`src/rtl/mfcc_frame_buffer.sv`:
```
// Framing stage for the MFCC pipeline: circular sample buffer with optional
// pre-emphasis, emitting overlapping FRAME_SIZE frames every HOP_SIZE samples.
module mfcc_frame_buffer #(
  parameter int DATA_WIDTH = 16,
  parameter int FRAME_SIZE = 8,
  parameter int HOP_SIZE   = 4,
  parameter int BUF_DEPTH  = 16
) (
  input  logic                         clk,
  input  logic                         rst,
  input  logic signed [DATA_WIDTH-1:0] audio_in,
  input  logic                         valid_in,
  input  logic                         preemph_en,
  output logic signed [DATA_WIDTH-1:0] frame_data,
  output logic                         frame_valid,
  input  logic                         frame_ready,
  output logic                         frame_first,
  output logic                         frame_last,
  output logic [15:0]                  frame_idx,
  output logic                         overflow
);

  localparam int AW = $clog2(BUF_DEPTH);
  localparam int CW = $clog2(FRAME_SIZE + 1);
  localparam int PW = 8;
  localparam int EW = DATA_WIDTH + 6;

  localparam logic [AW:0]   DEPTH_L  = (AW+1)'(BUF_DEPTH);
  localparam logic [AW:0]   HOP_PTR  = (AW+1)'(HOP_SIZE);
  localparam logic [AW:0]   PTR_ONE  = (AW+1)'(1);
  localparam logic [CW-1:0] FR_LAST  = CW'(FRAME_SIZE - 1);
  localparam logic [CW-1:0] HOP_LAST = CW'(HOP_SIZE - 1);
  localparam logic [CW-1:0] CNT_ONE  = CW'(1);
  localparam logic [PW-1:0] PEND_ONE = PW'(1);

  localparam logic signed [DATA_WIDTH-1:0] SMAX = {1'b0, {(DATA_WIDTH-1){1'b1}}};
  localparam logic signed [DATA_WIDTH-1:0] SMIN = {1'b1, {(DATA_WIDTH-1){1'b0}}};

  localparam logic [0:0] S_IDLE   = 1'b0;
  localparam logic [0:0] S_STREAM = 1'b1;

  logic signed [DATA_WIDTH-1:0] r_mem [BUF_DEPTH];
  logic [AW:0]                  r_wr_ptr;
  logic [AW:0]                  r_base;
  logic signed [DATA_WIDTH-1:0] r_x_prev;
  logic                         r_started;
  logic [CW-1:0]                r_trig_cnt;
  logic [PW-1:0]                r_pending;
  logic [0:0]                   r_state;
  logic [CW-1:0]                r_out_idx;
  logic [15:0]                  r_frame_idx;
  logic                         r_overflow;

  logic [AW:0]                  w_occ;
  logic                         w_accept;
  logic                         w_complete;
  logic                         w_release;
  logic                         w_streaming;
  logic [AW-1:0]                w_rd_addr;
  logic signed [EW-1:0]         w_x_ext;
  logic signed [EW-1:0]         w_xp_ext;
  logic signed [EW-1:0]         w_prod;
  logic signed [EW-1:0]         w_scaled;
  logic signed [EW-1:0]         w_diff;
  logic signed [DATA_WIDTH-1:0] w_sat;
  logic signed [DATA_WIDTH-1:0] w_store;

  // Occupancy is the distance from the oldest unreleased frame start to the write pointer.
  assign w_occ       = r_wr_ptr - r_base;
  assign w_accept    = valid_in && (w_occ < DEPTH_L);
  assign w_complete  = w_accept && (r_started ? (r_trig_cnt == HOP_LAST)
                                              : (r_trig_cnt == FR_LAST));
  assign w_streaming = (r_state == S_STREAM);
  assign w_release   = w_streaming && frame_ready && (r_out_idx == FR_LAST);
  assign w_rd_addr   = r_base[AW-1:0] + AW'(r_out_idx);

  // x_prev*31 is built as (x_prev<<5) - x_prev, then shifted back down by 32.
  assign w_x_ext  = {{6{audio_in[DATA_WIDTH-1]}}, audio_in};
  assign w_xp_ext = {{6{r_x_prev[DATA_WIDTH-1]}}, r_x_prev};
  assign w_prod   = (w_xp_ext <<< 5) - w_xp_ext;
  assign w_scaled = w_prod >>> 5;
  assign w_diff   = w_x_ext - w_scaled;

  always_comb begin
    w_sat = w_diff[DATA_WIDTH-1:0];
    if (!((&w_diff[EW-1:DATA_WIDTH-1]) || !(|w_diff[EW-1:DATA_WIDTH-1]))) begin
      w_sat = w_diff[EW-1] ? SMIN : SMAX;
    end
  end

  assign w_store = preemph_en ? w_sat : audio_in;

  always_ff @(posedge clk) begin
    if (w_accept) begin
      r_mem[r_wr_ptr[AW-1:0]] <= w_store;
    end
  end

  always_ff @(posedge clk or posedge rst) begin
    if (rst) begin
      r_wr_ptr   <= '0;
      r_x_prev   <= '0;
      r_started  <= 1'b0;
      r_trig_cnt <= '0;
      r_overflow <= 1'b0;
    end else begin
      if (w_accept) begin
        r_wr_ptr <= r_wr_ptr + PTR_ONE;
        r_x_prev <= audio_in;
        if (w_complete) begin
          r_started  <= 1'b1;
          r_trig_cnt <= '0;
        end else begin
          r_trig_cnt <= r_trig_cnt + CNT_ONE;
        end
      end else if (valid_in) begin
        r_overflow <= 1'b1;
      end
    end
  end

  always_ff @(posedge clk or posedge rst) begin
    if (rst) begin
      r_pending <= '0;
    end else if (w_complete && !w_release) begin
      r_pending <= r_pending + PEND_ONE;
    end else if (w_release && !w_complete) begin
      r_pending <= r_pending - PEND_ONE;
    end
  end

  // Returning to IDLE after every frame guarantees one idle cycle between frames.
  always_ff @(posedge clk or posedge rst) begin
    if (rst) begin
      r_state     <= S_IDLE;
      r_out_idx   <= '0;
      r_base      <= '0;
      r_frame_idx <= '0;
    end else begin
      case (r_state)
        S_IDLE: begin
          if (r_pending != '0) begin
            r_state   <= S_STREAM;
            r_out_idx <= '0;
          end
        end
        S_STREAM: begin
          if (frame_ready) begin
            if (r_out_idx == FR_LAST) begin
              r_state     <= S_IDLE;
              r_out_idx   <= '0;
              r_base      <= r_base + HOP_PTR;
              r_frame_idx <= r_frame_idx + 16'd1;
            end else begin
              r_out_idx <= r_out_idx + CNT_ONE;
            end
          end
        end
        default: r_state <= S_IDLE;
      endcase
    end
  end

  assign frame_valid = w_streaming;
  assign frame_data  = w_streaming ? r_mem[w_rd_addr] : '0;
  assign frame_first = w_streaming && (r_out_idx == '0);
  assign frame_last  = w_streaming && (r_out_idx == FR_LAST);
  assign frame_idx   = r_frame_idx;
  assign overflow    = r_overflow;

endmodule

```
`config.mk`:
```
export PLATFORM = sky130hd
export DESIGN_NAME = mfcc_frame_buffer
export DESIGN_NICKNAME = d
export VERILOG_FILES = /design/src/rtl/mfcc_frame_buffer.sv
export SDC_FILE = /design/constraint.sdc
export NUM_CORES = 1
export LEC_CHECK = 0
export CORE_MARGIN = 3
export CORE_UTILIZATION = 45
export DETAILED_ROUTE_END_ITERATION = 8
export PLACE_DENSITY = 0.71
export SYNTH_ARGS = -nofsm -noshare
export SYNTH_HDL_FRONTEND = slang
export SYNTH_SLANG_ARGS = --single-unit
```
`constraint.sdc`:
```
create_clock -name clk -period 6.2 [get_ports clk]
set_input_delay 1.24 -clock clk [delete_from_list [all_inputs] [get_ports clk]]
set_output_delay 1.24 -clock clk [all_outputs]
set_load 0.02 [all_outputs]
```
# After elaboration in Yosys (flattened, before gate mapping)
# Memory sizes are Yosys's and may differ from the RTL's.
# Cells that the tools add are included.
[totals]
ff_bits = 61
latch_bits = 0
ramBits = 256
romBits = 0
input_bits = 21
output_inout_bits = 36
word_cells = 69
memories = 1
[op_classes]
addsub = 11
n_mul = 0
n_div = 0
n_lt_le_gt_ge = 1
n_eq_ne = 5
n_shift = 0
mux = 18
bitwise_logic = 2
n_reduce_logical = 21
[memory_table]
columns = ["name", "depth", "width", "rd", "rd_clocked_by_memory_dff", "wr", "line_no", "text"]
rows = [
  ["r_mem", 16, 16, 1, 0, 1, "42", "logic signed [DATA_WIDTH-1:0] r_mem [BUF_DEPTH];"],
]
[op_table]
columns = ["op", "count"]
rows = [
  ["16-bit two-way mux", 4],
  ["21-bit by 16-bit subtractor with 22-bit output", 1],
  ["16-bit by 17-bit subtractor with 18-bit output", 1],
  ["16-bit by 1-bit adder with 16-bit output, second input constant", 1],
  ["4-bit two-way mux", 4],
  ["8-bit two-way mux", 2],
  ["4-bit by 1-bit adder with 4-bit output, second input constant", 2],
  ["8-bit by 1-bit adder with 8-bit output, second input constant", 1],
  ["4-bit by 3-bit == test with 1-bit output, second input constant", 2],
  ["1-bit logical AND", 8],
  ["4-bit one-hot mux with 2 select lines", 1],
  ["8-bit nonzero test", 1],
  ["8-bit by 1-bit subtractor with 8-bit output, second input constant", 1],
  ["7-bit AND reduction", 1],
  ["7-bit OR reduction", 1],
  ["1-bit two-way mux", 6],
  ["2-bit AND reduction", 3],
  ["5-bit by 1-bit adder with 5-bit output, second input constant", 1],
  ["5-bit by 3-bit adder with 5-bit output, second input constant", 1],
  ["5-bit less-than comparator, second input constant", 1],
  ["5-bit subtractor", 1],
  ["4-bit adder", 1],
  ["4-bit by 2-bit == test with 1-bit output, second input constant", 1],
  ["4-bit logical NOT", 1],
  ["other kinds (7)", 11],
]

# Logic depth before layout (Yosys ltp)
[depth]
word_depth = 8
depth_mapped = 19
depth_no_buf = 17

# Worst setup path after synthesis
# OpenSTA, ideal clock, no wires.
[synth_path]
kind = "reg-to-reg"
from = "register r_x_prev[4]"
to = "memory r_mem[0][10] (data pin)"
setup_time_ps = 303
arrival_time_ps = 4282
t_required_ps = 5897
setup_slack_ps = 1615
path_stages_with_launch = 18
n_path_buf = 1
synth_period_minus_slack_ps = 4585
path_cell_list = "dfrtp_1 > ha_1 > and4_1 > a221oi_1 > o21ai_0 > o211ai_1 > a31oi_1 > a311oi_2 > xnor2_1 > ha_1 > a21oi_2 > a21oi_1 > or4_1 > a41oi_1 > a221oi_2 > o22a_2 > buf_6 > o221a_1"
[synth_between]
elab_chain_cells = 7
elab_cells_between_ends = 9
classes_between = "2 x add/sub; 3 x mux; 4 x reduce/logical"
[synth_rtl]
columns = ["element", "line_no", "text"]
rows = [
  ["start: declaration", "45", "logic signed [DATA_WIDTH-1:0] r_x_prev;"],
  ["start signal: assignment", "109", "r_x_prev <= audio_in;"],
  ["21-bit by 16-bit subtractor with 22-bit output (*)", "80", "assign w_prod = (w_xp_ext <<< 5) - w_xp_ext;"],
  ["16-bit by 17-bit subtractor with 18-bit output (*)", "82", "assign w_diff = w_x_ext - w_scaled;"],
  ["7-bit OR reduction", "86", "if (!((&w_diff[EW-1:DATA_WIDTH-1]) || !(|w_diff[EW-1:DATA_WIDTH-1]))) begin"],
  ["1-bit logical NOT", "86", ""],
  ["1-bit logical OR", "86", ""],
  ["16-bit two-way mux (*)", "86", ""],
  ["16-bit two-way mux (*)", "91", "assign w_store = preemph_en ? w_sat : audio_in;"],
  ["named net w_store[10]", "66", "logic signed [DATA_WIDTH-1:0] w_store;"],
  ["end: declaration", "42", ""],
]
# Mark *: on every way through the listed nets, which the timed path passes. The rest lies on a longest branch.

# Worst setup path in the final report
[layout_path]
from = "register r_x_prev[4]"
to = "memory r_mem[7][7] (data pin)"
# The elaborated chain is that of the path after synthesis.

==> results_dict.tcl <==
set metrics [dict create \
    antenna_left 0 \
    grt_antenna_before_repair 0 \
    finalNetCount 1036 \
    clkSlewWorstSetupHoldPaths_ns 0.06 \
    placedCellCount 1323 \
    routed.top_layer "met4" \
    grt_pass1_vias 7919 \
    rsz0062_at_grt "false" \
    crit_family "compound AO/OA/AOI/OAI gates" \
    synth_top_cell_by_area "edfxtp_1" \
    synth.most_common_cell "edfxtp_1" \
    cp-start-kind "flop" \
    grt_max_degree 60 \
    io_buffer_count 56 \
    htree_levels 2 \
    grt_pass1_wl_um 47000 \
    cts_root_buf "clkbuf_16" \
    cts_tree "built" \
    grtUsageTotal_pct 18.3 \
    vias_per_cell 5.70 \
    cpMostUsedCell "ha_1" \
    synth_edf_count 256 \
    cp_slowest_cell "o221a_1" \
    critPathCaptureType "flop" \
    muxShareOfSynthArea_pct 12.9 \
    critPathKind "reg -> reg" \
    syn-num-nets 956 \
    cpPeakStageDelay_ns 0.67 \
    io-pin-count 57 \
    period_needed_ns 5.31 \
    insertion_delay_ns 0.52 \
    drt_iter0_drc 885 \
    cts_buffers 34 \
    synth_simple_gate_area_share_pct 6.00 \
    fin_cells 1384 \
    slew_viol_final 0 \
    routed-wl-met3_um 2080 \
    drive_gt1_share_pct 18.4 \
    synthAdderAreaFrac_pct 4.66 \
    netlist_area_sq_mm 0.0143 \
    synth-compound-area-share_pct 6.36 \
    routabilityCongestion 0.793 \
    synth.top_cell.area_share_pct 53.9 \
    async_flop_share_pct 18.7 \
    die_y_um 184 \
    drcViolationCount 0 \
    synth_area_leaders "edfxtp_1 (54%), mux4_2 (12%), dfrtp_1 (10%)" \
    synth_xor_area_share_pct 3.87 \
    max_cap_violations 0 \
    fin_skew_ns 0.0211 \
    antenna_cells 0 \
    yosysUniqueCellTypes 63 \
    cts.sinks 315 \
    max_freq_mhz 188 \
    final_core_util_pct 53.1 \
    tightest_slew_ns 1.19 \
    place_hpwl_um 18400 \
    setup_tns_ns 0 \
    hold_violations 0 \
    overflow 0 \
    synth_top_family_by_area "multiplexers" \
    wirelength_um 30400 \
    synth_seq_cells 315 \
    clockBufferDepth 3 \
    fillers 2470 \
    area_delta_synth_final_pct 15.0 \
    num_rows 64 \
    seq_area_frac_synth_pct 64.2 \
    synthCells 883 \
    die_w_um 184 \
    crit_chain "ha_1 > and4_1 > a221oi_1 > o21ai_0 > o211ai_1 > a31oi_1 > a311oi_2 > xnor2_1 > ha_1 > nand3_1 > a21oi_1 > or4_1 > nor2_1 > a221oi_2 > a211o_1 > o221a_1" \
    coreArea_sq_mm 0.0309 \
    cts-resized-gates 0 \
    drt_pass1_iterations 5 \
    status "finished clean" \
    cts_hold_buf 0 \
    die-area_sq_mm 0.0339 \
    initial_utilization_pct 46.2 \
    maxSlewHeadroom_pct 20.5 \
    cts_setup_buffers 0 \
    hp-class "reg -> reg" \
    wire_per_inst_um 21.9 \
    wl_met1_um 13500 \
    vias 7893 \
    detailedPlace.worstSlack_ns 1.02 \
    yosys_warnings 0 \
    fin_crit_sh_pct 85.6 \
    setup_ws_ns 0.895 \
    syn_avg_cell_area_sq_um 16.2 \
    crit_arrival_ns 5.54 \
    cp.required_ns 6.44 \
    ys_top_cells_by_count "edfxtp_1 (256), mux4_2 (79), dfrtp_1 (59), nand2_1 (58), ha_1 (50)" \
    synth-main-ff-cell "edfxtp_1" \
    setup_violations 0 \
    cp_max_fo 16 \
    dr_wl_met2_um 14200 \
    cp.buffers_inverters 0 \
]
[metal layers]
metal	vias up	GRT usage, %
met5	-	0
met4	0	4.90
met3	44	3.16
met2	277	28.2
met1	3964	27.2
li1	3608	-
[metrics by stage]
step           hold WS [ns]  area (sq um)
6_report              0.472         16400
5_1_grt               0.495         16400
4_1_cts               0.474         16400
3_5_place_dp          0.458         15400
3_3_place_gp          0.464         15400
2_1_floorplan         0.447         14300
[flip-flops by register name (all words and copies together) (netlist names)]
name and cells:
r_pending 8, r_x_prev 16, r_started 1, overflow 1, frame_idx 16, r_wr_ptr 5, r_trig_cnt 4, r_base 3
r_mem 256, r_out_idx 4, frame_valid 1
[cell type report]
type,count,area [sq um],share of cell area [%]
sequential,315,9170,55.9
clock buffer,45,892,5.43
tap,396,495,3.02
timing repair buffer,77,718,4.38
clock inverter,16,123,0.747
multi-input combinational,498,4880,29.7
inverter,37,139,0.846
[cell families (layout without fill, tap and decap cells)]
family,after synthesis,after routing
AOI/OAI and AO/OA,123,123
xor gates and xnor gates,63,63
adders and majority gates,52,52
buffers and inverters,70,175
DFF,315,315
muxes,83,83
and+or+nand+nor,177,177
[worst paths after layout]
check / depth (start not counted) / end / start / slack (ns)
hold / removal: 1 / frame_idx[15] / frame_idx[15] / 0.47
setup / recovery: 16 / r_mem[7][7] / r_x_prev[4] / 0.89
min in group asynchronous: 3 / r_pending[3] / rst / 1.28
hold reg to reg: 1 / frame_idx[15] / frame_idx[15] / 0.47
max in group asynchronous: 3 / r_out_idx[0] / rst / 4.35
setup reg to reg: 16 / r_mem[7][7] / r_x_prev[4] / 0.89
[layout by cell type (no fill, tap or decap), drive strengths merged, types with 7 or more instances in the layout]
| cell | n |
|---|---|
| dfrtp | 59 |
| ha | 50 |
| a21o | 7 |
| clkinv | 11 |
| xor2 | 23 |
| nand4 | 9 |
| mux4 | 80 |
| o221a | 14 |
| o21ai | 32 |
| buf | 21 |
| nand2b | 8 |
| nor2 | 40 |
| inv | 40 |
| nand2 | 58 |
| clkbuf | 45 |
| clkdlybuf4s50 | 56 |
| edfxtp | 256 |
| and2 | 20 |
| nand3 | 10 |
| xnor2 | 40 |
| nor3 | 13 |
| o21bai | 10 |
| a21oi | 26 |
Power is left out: the tool's default activity adds up to more than one toggle a clock period on the data nets, which glitch-free logic cannot reach.
